<file path="src/rtl/mux_scan_sel.sv">
// Registered N-channel mux with manual select or round-robin scan.
// Hold freezes channel, data and dwell count; ch_valid pulses on change.
module mux_scan_sel #(
    parameter int WIDTH = 4,
    parameter int NCH   = 4,
    parameter int SELW  = 2,
    parameter int DWELL = 4
) (
    input  logic                   clk,
    input  logic                   reset,
    input  logic [NCH*WIDTH-1:0]   in_bus,
    input  logic [SELW-1:0]        sel,
    input  logic                   mode,
    input  logic                   hold,
    output logic [WIDTH-1:0]       y,
    output logic [SELW-1:0]        ch,
    output logic                   ch_valid
);

    localparam int CW = (DWELL > 1) ? $clog2(DWELL) : 1;
    localparam logic [CW-1:0]   CNT_LAST = CW'(DWELL - 1);
    localparam logic [SELW-1:0] CH_LAST  = SELW'(NCH - 1);

    logic [CW-1:0]    cnt;
    logic [CW-1:0]    cnt_n;
    logic [SELW-1:0]  ch_n;
    logic [WIDTH-1:0] y_n;
    logic [31:0]      sel_ext;
    logic             sel_ok;

    // Out-of-range manual selects are ignored rather than wrapped.
    assign sel_ext = 32'(sel);
    assign sel_ok  = sel_ext < NCH;

    always_comb begin
        ch_n  = ch;
        cnt_n = cnt;
        if (!hold) begin
            if (mode) begin
                if (cnt == CNT_LAST) begin
                    cnt_n = '0;
                    ch_n  = (ch == CH_LAST) ? '0 : ch + SELW'(1);
                end else begin
                    cnt_n = cnt + CW'(1);
                end
            end else begin
                cnt_n = '0;
                if (sel_ok) begin
                    ch_n = sel;
                end
            end
        end
    end

    always_comb begin
        y_n = '0;
        for (int k = 0; k < NCH; k++) begin
            if (ch_n == SELW'(k)) begin
                y_n = in_bus[k*WIDTH +: WIDTH];
            end
        end
    end

    always_ff @(posedge clk) begin
        if (reset) begin
            y        <= '0;
            ch       <= '0;
            ch_valid <= 1'b0;
            cnt      <= '0;
        end else begin
            ch       <= ch_n;
            cnt      <= cnt_n;
            ch_valid <= (ch_n != ch) && !hold;
            if (!hold) begin
                y <= y_n;
            end
        end
    end

endmodule

</file>
<file path="config.mk">
export PLATFORM = sky130hd
export DESIGN_NAME = mux_scan_sel
export DESIGN_NICKNAME = d
export VERILOG_FILES = /design/src/rtl/mux_scan_sel.sv
export SDC_FILE = /design/constraint.sdc
export NUM_CORES = 1
export LEC_CHECK = 0
export ABC_AREA = 1
export ABC_CLOCK_PERIOD_IN_PS = 1700
export CAP_MARGIN = 20
export CORE_UTILIZATION = 30
export DETAILED_ROUTE_END_ITERATION = 16
export MAX_ROUTING_LAYER = met4
export PLACE_DENSITY = 0.72
export REMOVE_ABC_BUFFERS = 1
export SETUP_SLACK_MARGIN = 0.05
export SYNTH_ARGS = -nofsm -noshare
export SYNTH_HDL_FRONTEND = slang
export SYNTH_SLANG_ARGS = --single-unit
</file>
<file path="constraint.sdc">
create_clock -name clk -period 1.7 [get_ports clk]
set_input_delay 0.425 -clock clk [delete_from_list [all_inputs] [get_ports clk]]
set_output_delay 0.425 -clock clk [all_outputs]
set_load 0.02 [all_outputs]
</file>
### Word-level counts from Yosys, hierarchy flattened

Cells that the tools add are included.

* RAM bits: 0
* memories: 0
* word-level logic and storage cells: 27
* output and inout bits: 7
* bits in registers: 9
* memory bits (read-only): 0
* bits in latches: 0

* $add $sub $neg: 2
* divide/modulo/power cells: 0
* bitwise operators: 0
* magnitude comparators: 1
* muxes and demuxes: 11
* eq/ne operators: 6
* shifts and indexed selects: 0
* $mul: 0
* reductions and logical operators: 3

Operator list (count)
* 4-bit two-way mux: 4
* 2-bit two-way mux: 7
* 2-bit == test, second input constant: 4
* 2-bit by 1-bit adder with 2-bit output, second input constant: 2
* 2-bit by 3-bit less-than comparator with 1-bit output, second input constant: 1
* 2-bit by 1-bit == test with 1-bit output, second input constant: 1
* 2-bit zero test: 1
* 2-bit != test: 1
* 1-bit logical AND: 1
* 1-bit zero test: 1

### Longest topological paths before layout

* word-level depth: 10
* gate-level depth with buffers: 12
* depth with buffers taken out: 12

### Worst setup path before layout

Ideal clock, no wire load.

* path type: register -> register
* start: register ch[1]
* end: register y[1]
* stages on the path, launching flop included: 12
* buffers on the path: 0
* path slack: 0.141 ns
* setup time: 0.112 ns
* arrival time: 1.447 ns
* cells stage by stage: dfxtp_1 -> ha_1 -> inv_1 -> nand2_1 -> nand3_2 -> nand2_2 -> nand2_4 -> nor2_4 -> nor2_1 -> nand3_1 -> nand2_1 -> nand2_1

* word-level cells in the longest chain between the ends: 10

RTL lines
* from (decl): RTL line 16 `output logic [SELW-1:0] ch,`
* from (signal assigned): RTL line 71 `ch <= ch_n;`
* 2-bit by 1-bit adder with 2-bit output or 2-bit == test (tied branches): RTL line 42 `ch_n = (ch == CH_LAST) ? '0 : ch + SELW'(1);`
* 2-bit two-way mux: RTL line 42
* 2-bit two-way mux: RTL line 40 `if (cnt == CNT_LAST) begin`
* 2-bit two-way mux: RTL line 39 `if (mode) begin`
* 2-bit two-way mux *: RTL line 38 `if (!hold) begin`
* 2-bit zero test: RTL line 58 `if (ch_n == SELW'(k)) begin`
* 4-bit two-way mux (3 in series): RTL line 58
* 4-bit two-way mux *: RTL line 58
* to (signal assigned): RTL line 75 `y <= y_n;`
* to (decl): RTL line 15 `output logic [WIDTH-1:0] y,`

Every way passes the cells marked *; elsewhere a longest branch is shown, timed or not.
A chain may end at the register's enable or synchronous reset.

### Final worst setup path

* start: register y[2]
* end: output port y[2]

No word-level cell between the ends.

==> run summary <==
Clock sinks -> 9
Utilization after layout -> 56.7%
Overall routing resource usage -> 17.4%
Critical path class -> reg2out
Post-synthesis compound-gate area fraction -> 14.2%
FF+latch area -> 180 um^2
Fin Setup TNS -> 0 ns
Cell count after synthesis -> 95
Leakage -> 0.513 nW
Least-Margin Pin Slew -> 0.311 ns
1st-pass router iterations -> 4
Area grow syn2layout -> 69.4%
Drt first-iter violations -> 10
Final WL -> 1.79 mm
Multi-input logic area -> 397 um^2
Tot Pwr -> 0.000652 W
Worst setup EP type -> output pin
Final net count -> 161
CP Max Fanout -> 2
Fin. Hold Viols -> 0
Distinct cell type count after synthesis -> 16
CP top delay family -> buffers and inverters
Slowest stage cell on the critical path -> clkdlybuf4s50_1
CP arrival -> 1.19 ns
Count of final setup violators -> 0
CTS Buf Count -> 3
Overflow after GRT -> 0
Highest clock rate -> 0.618 GHz
Fillers -> 188
Share of cells above drive strength 1 -> 21.3%
Vias in the first global route -> 666
Initial Utilization -> 33.5%
# DRC -> 0
Initial antenna violation count -> 0
CTS clk-pin slew, worst paths -> 0.06 ns
Simple-Gate Fraction of Synth Area -> 41.7%
Max VDD drop -> 448 uV
Area of the mapped netlist -> 609 um^2
Outcome -> completed
RSZ-0062 raised after global routing -> false
Buffers and inverters on the worst path -> 1
Mean post-synth cell area -> 6.41 um^2
Worst-path cell chain -> clkdlybuf4s50_1
Number of top-level pins -> 29
CTS tree -> yes
RePlAce Congestion -> 0.900
PortBufs -> 28
Max-cap violations -> 0
Final min period -> 1.62 ns
Via Count -> 732
Largest family of logic cells by synthesized area -> simple AND/OR/NAND/NOR gates
Clk root buf -> clkbuf_4
Final Max Slew Viols -> 0
Clock skew -> 0.00414 ns
Die height -> 47.1 um
Detailed Place HPWL -> 1.39 mm
Synth Area in XOR/XNOR -> 0%
Max stage delay on crit path -> 0.60 ns
Die width -> 47.1 um
Final ANT Viol Nets -> 0
Multiplexer share of the synthesized area -> 0%
Crit start category -> register
Inserted Diodes -> 0
Routed vias/inst -> 4.55
Post-Synth Adder-Cell Area -> 4.11%
Synthesis Warnings -> 0
Pre-CTS setup slack -> -0.234 ns
Register area share after synthesis -> 29.6%
Final worst slack -> 0.0815 ns
H-tree depth -> 1
Hold-fix buffers, CTS -> 0
Clk_lat worst skew -> 0.26 ns
Die Area -> 0.00222 mm^2
Core Area -> 0.00182 mm^2
Slew margin rel. -> 79.3%
Site row count -> 15
CP Data Required Time -> 1.27 ns
Final worst-path cycle share -> 95.2%
Register bit total from synthesis -> 9
PwrDens -> 631 mW/mm^2
Clock buffer depth -> 2
First-pass GRT wire length -> 2.55 mm
Routed WL per cell -> 11.1 um
Worst hold path type -> reg2reg
Largest net degree at the start of global routing -> 11
[cell families (layout without fill, tap and decap cells)]
family                   count (synthesis)  in the layout
AO/OA/AOI/OAI                           15             15
adder cells (fa/ha/maj)                  2              2
buffers and inverters                   17             56
flip-flops                               9              9
AND/OR/NAND/NOR                         52             54
[tightest hold or removal path, stage by stage, from the launching register on]
cell	delay [ns]
dfxtp_1	0.31
nand2_1	0.06
nand2_1	0.05
[sequential cells by signal, summed over array words and instances (netlist names)]
name	count
y	4
ch_valid	1
cnt	2
ch	2
[path summary, 6_finish.rpt]
path | slack (ns) | cells after the start | end | from
worst max-delay path | 0.08 | 1 | y[2] | y[2]
worst min-delay path | 0.45 | 2 | y[1] | y[1]
worst min register to register | 0.45 | 2 | y[1] | y[1]
worst max register to register | 0.20 | 11 | y[3] | ch[0]
[what timing repair did]
action                                  4_1_cts  5_1_grt
resized for setup                             3        6
setup buffers                                 0        2
gates cloned                                  0        2
endpoints found under the setup margin        3        6
pin swaps                                     0        5
[cells in the final DEF (no fill, tap or decap)]
cell             netlist  layout
inv_2                  5       5
clkbuf_4               0       3
nor4_1                 1       1
dlygate4sd2_1          0       3
dfxtp_1                9       9
nor2_1                12      12
o21ai_0                4       4
a21oi_1                7       6
nand2_1               20      20
a21oi_2                3       3
clkbuf_1               0       1
ha_2                   0       1
buf_4                  0       7
nand3_1               12      12
a21oi_4                0       1
o21ai_1                1       1
dlymetal6s2s_1         0       2
nor2_4                 2       2
inv_1                 12      12
nand2_2                2       3
ha_1                   2       1
nand2_4                2       3
nand3_2                1       1
clkdlybuf4s50_1        0      23
[metrics by stage]
step	hold WS [ns]	instance area, um^2	cells
global placement	0.441	958	153
global route	0.471	1030	161
CTS	0.458	981	157
floorplan	0.479	609	95
finish	0.452	1030	161
detailed placement	0.446	958	153
[per-layer routing]
layer	vias up	GRT usage, %	routed length, um
met5	-	-	0
met4	0	13.1	31
met3	4	3.85	84
met2	18	25.8	855
met1	320	20.4	820
li1	390	-	-
[where the power goes]
| group | internal, W | switching (W) | total [W] |
|---|---|---|---|
| combinational | 0.000123 | 0.000127 | 0.000250 |
| sequential | 0.000229 | 0.0000106 | 0.000239 |
| clock | 0.0000903 | 0.0000721 | 0.000162 |
[synth_stat cells, drive strengths merged]
library cell,instances,area share (%)
nor2,14,11
nand3,13,11
inv,17,10
a21oi,10,10
dfxtp,9,30
nor4,1,1.0
o21ai,5,4.1
nand2,24,18
ha,2,4.1
[cell type report]
type / count / share of cell area [%]
multi-input combinational: 71 / 38.4
timing repair buffer: 35 / 32.4
sequential: 9 / 17.5
inverter: 17 / 6.18
tap: 25 / 3.03
clock buffer: 4 / 2.55
(Power assumes the default switching activity.)
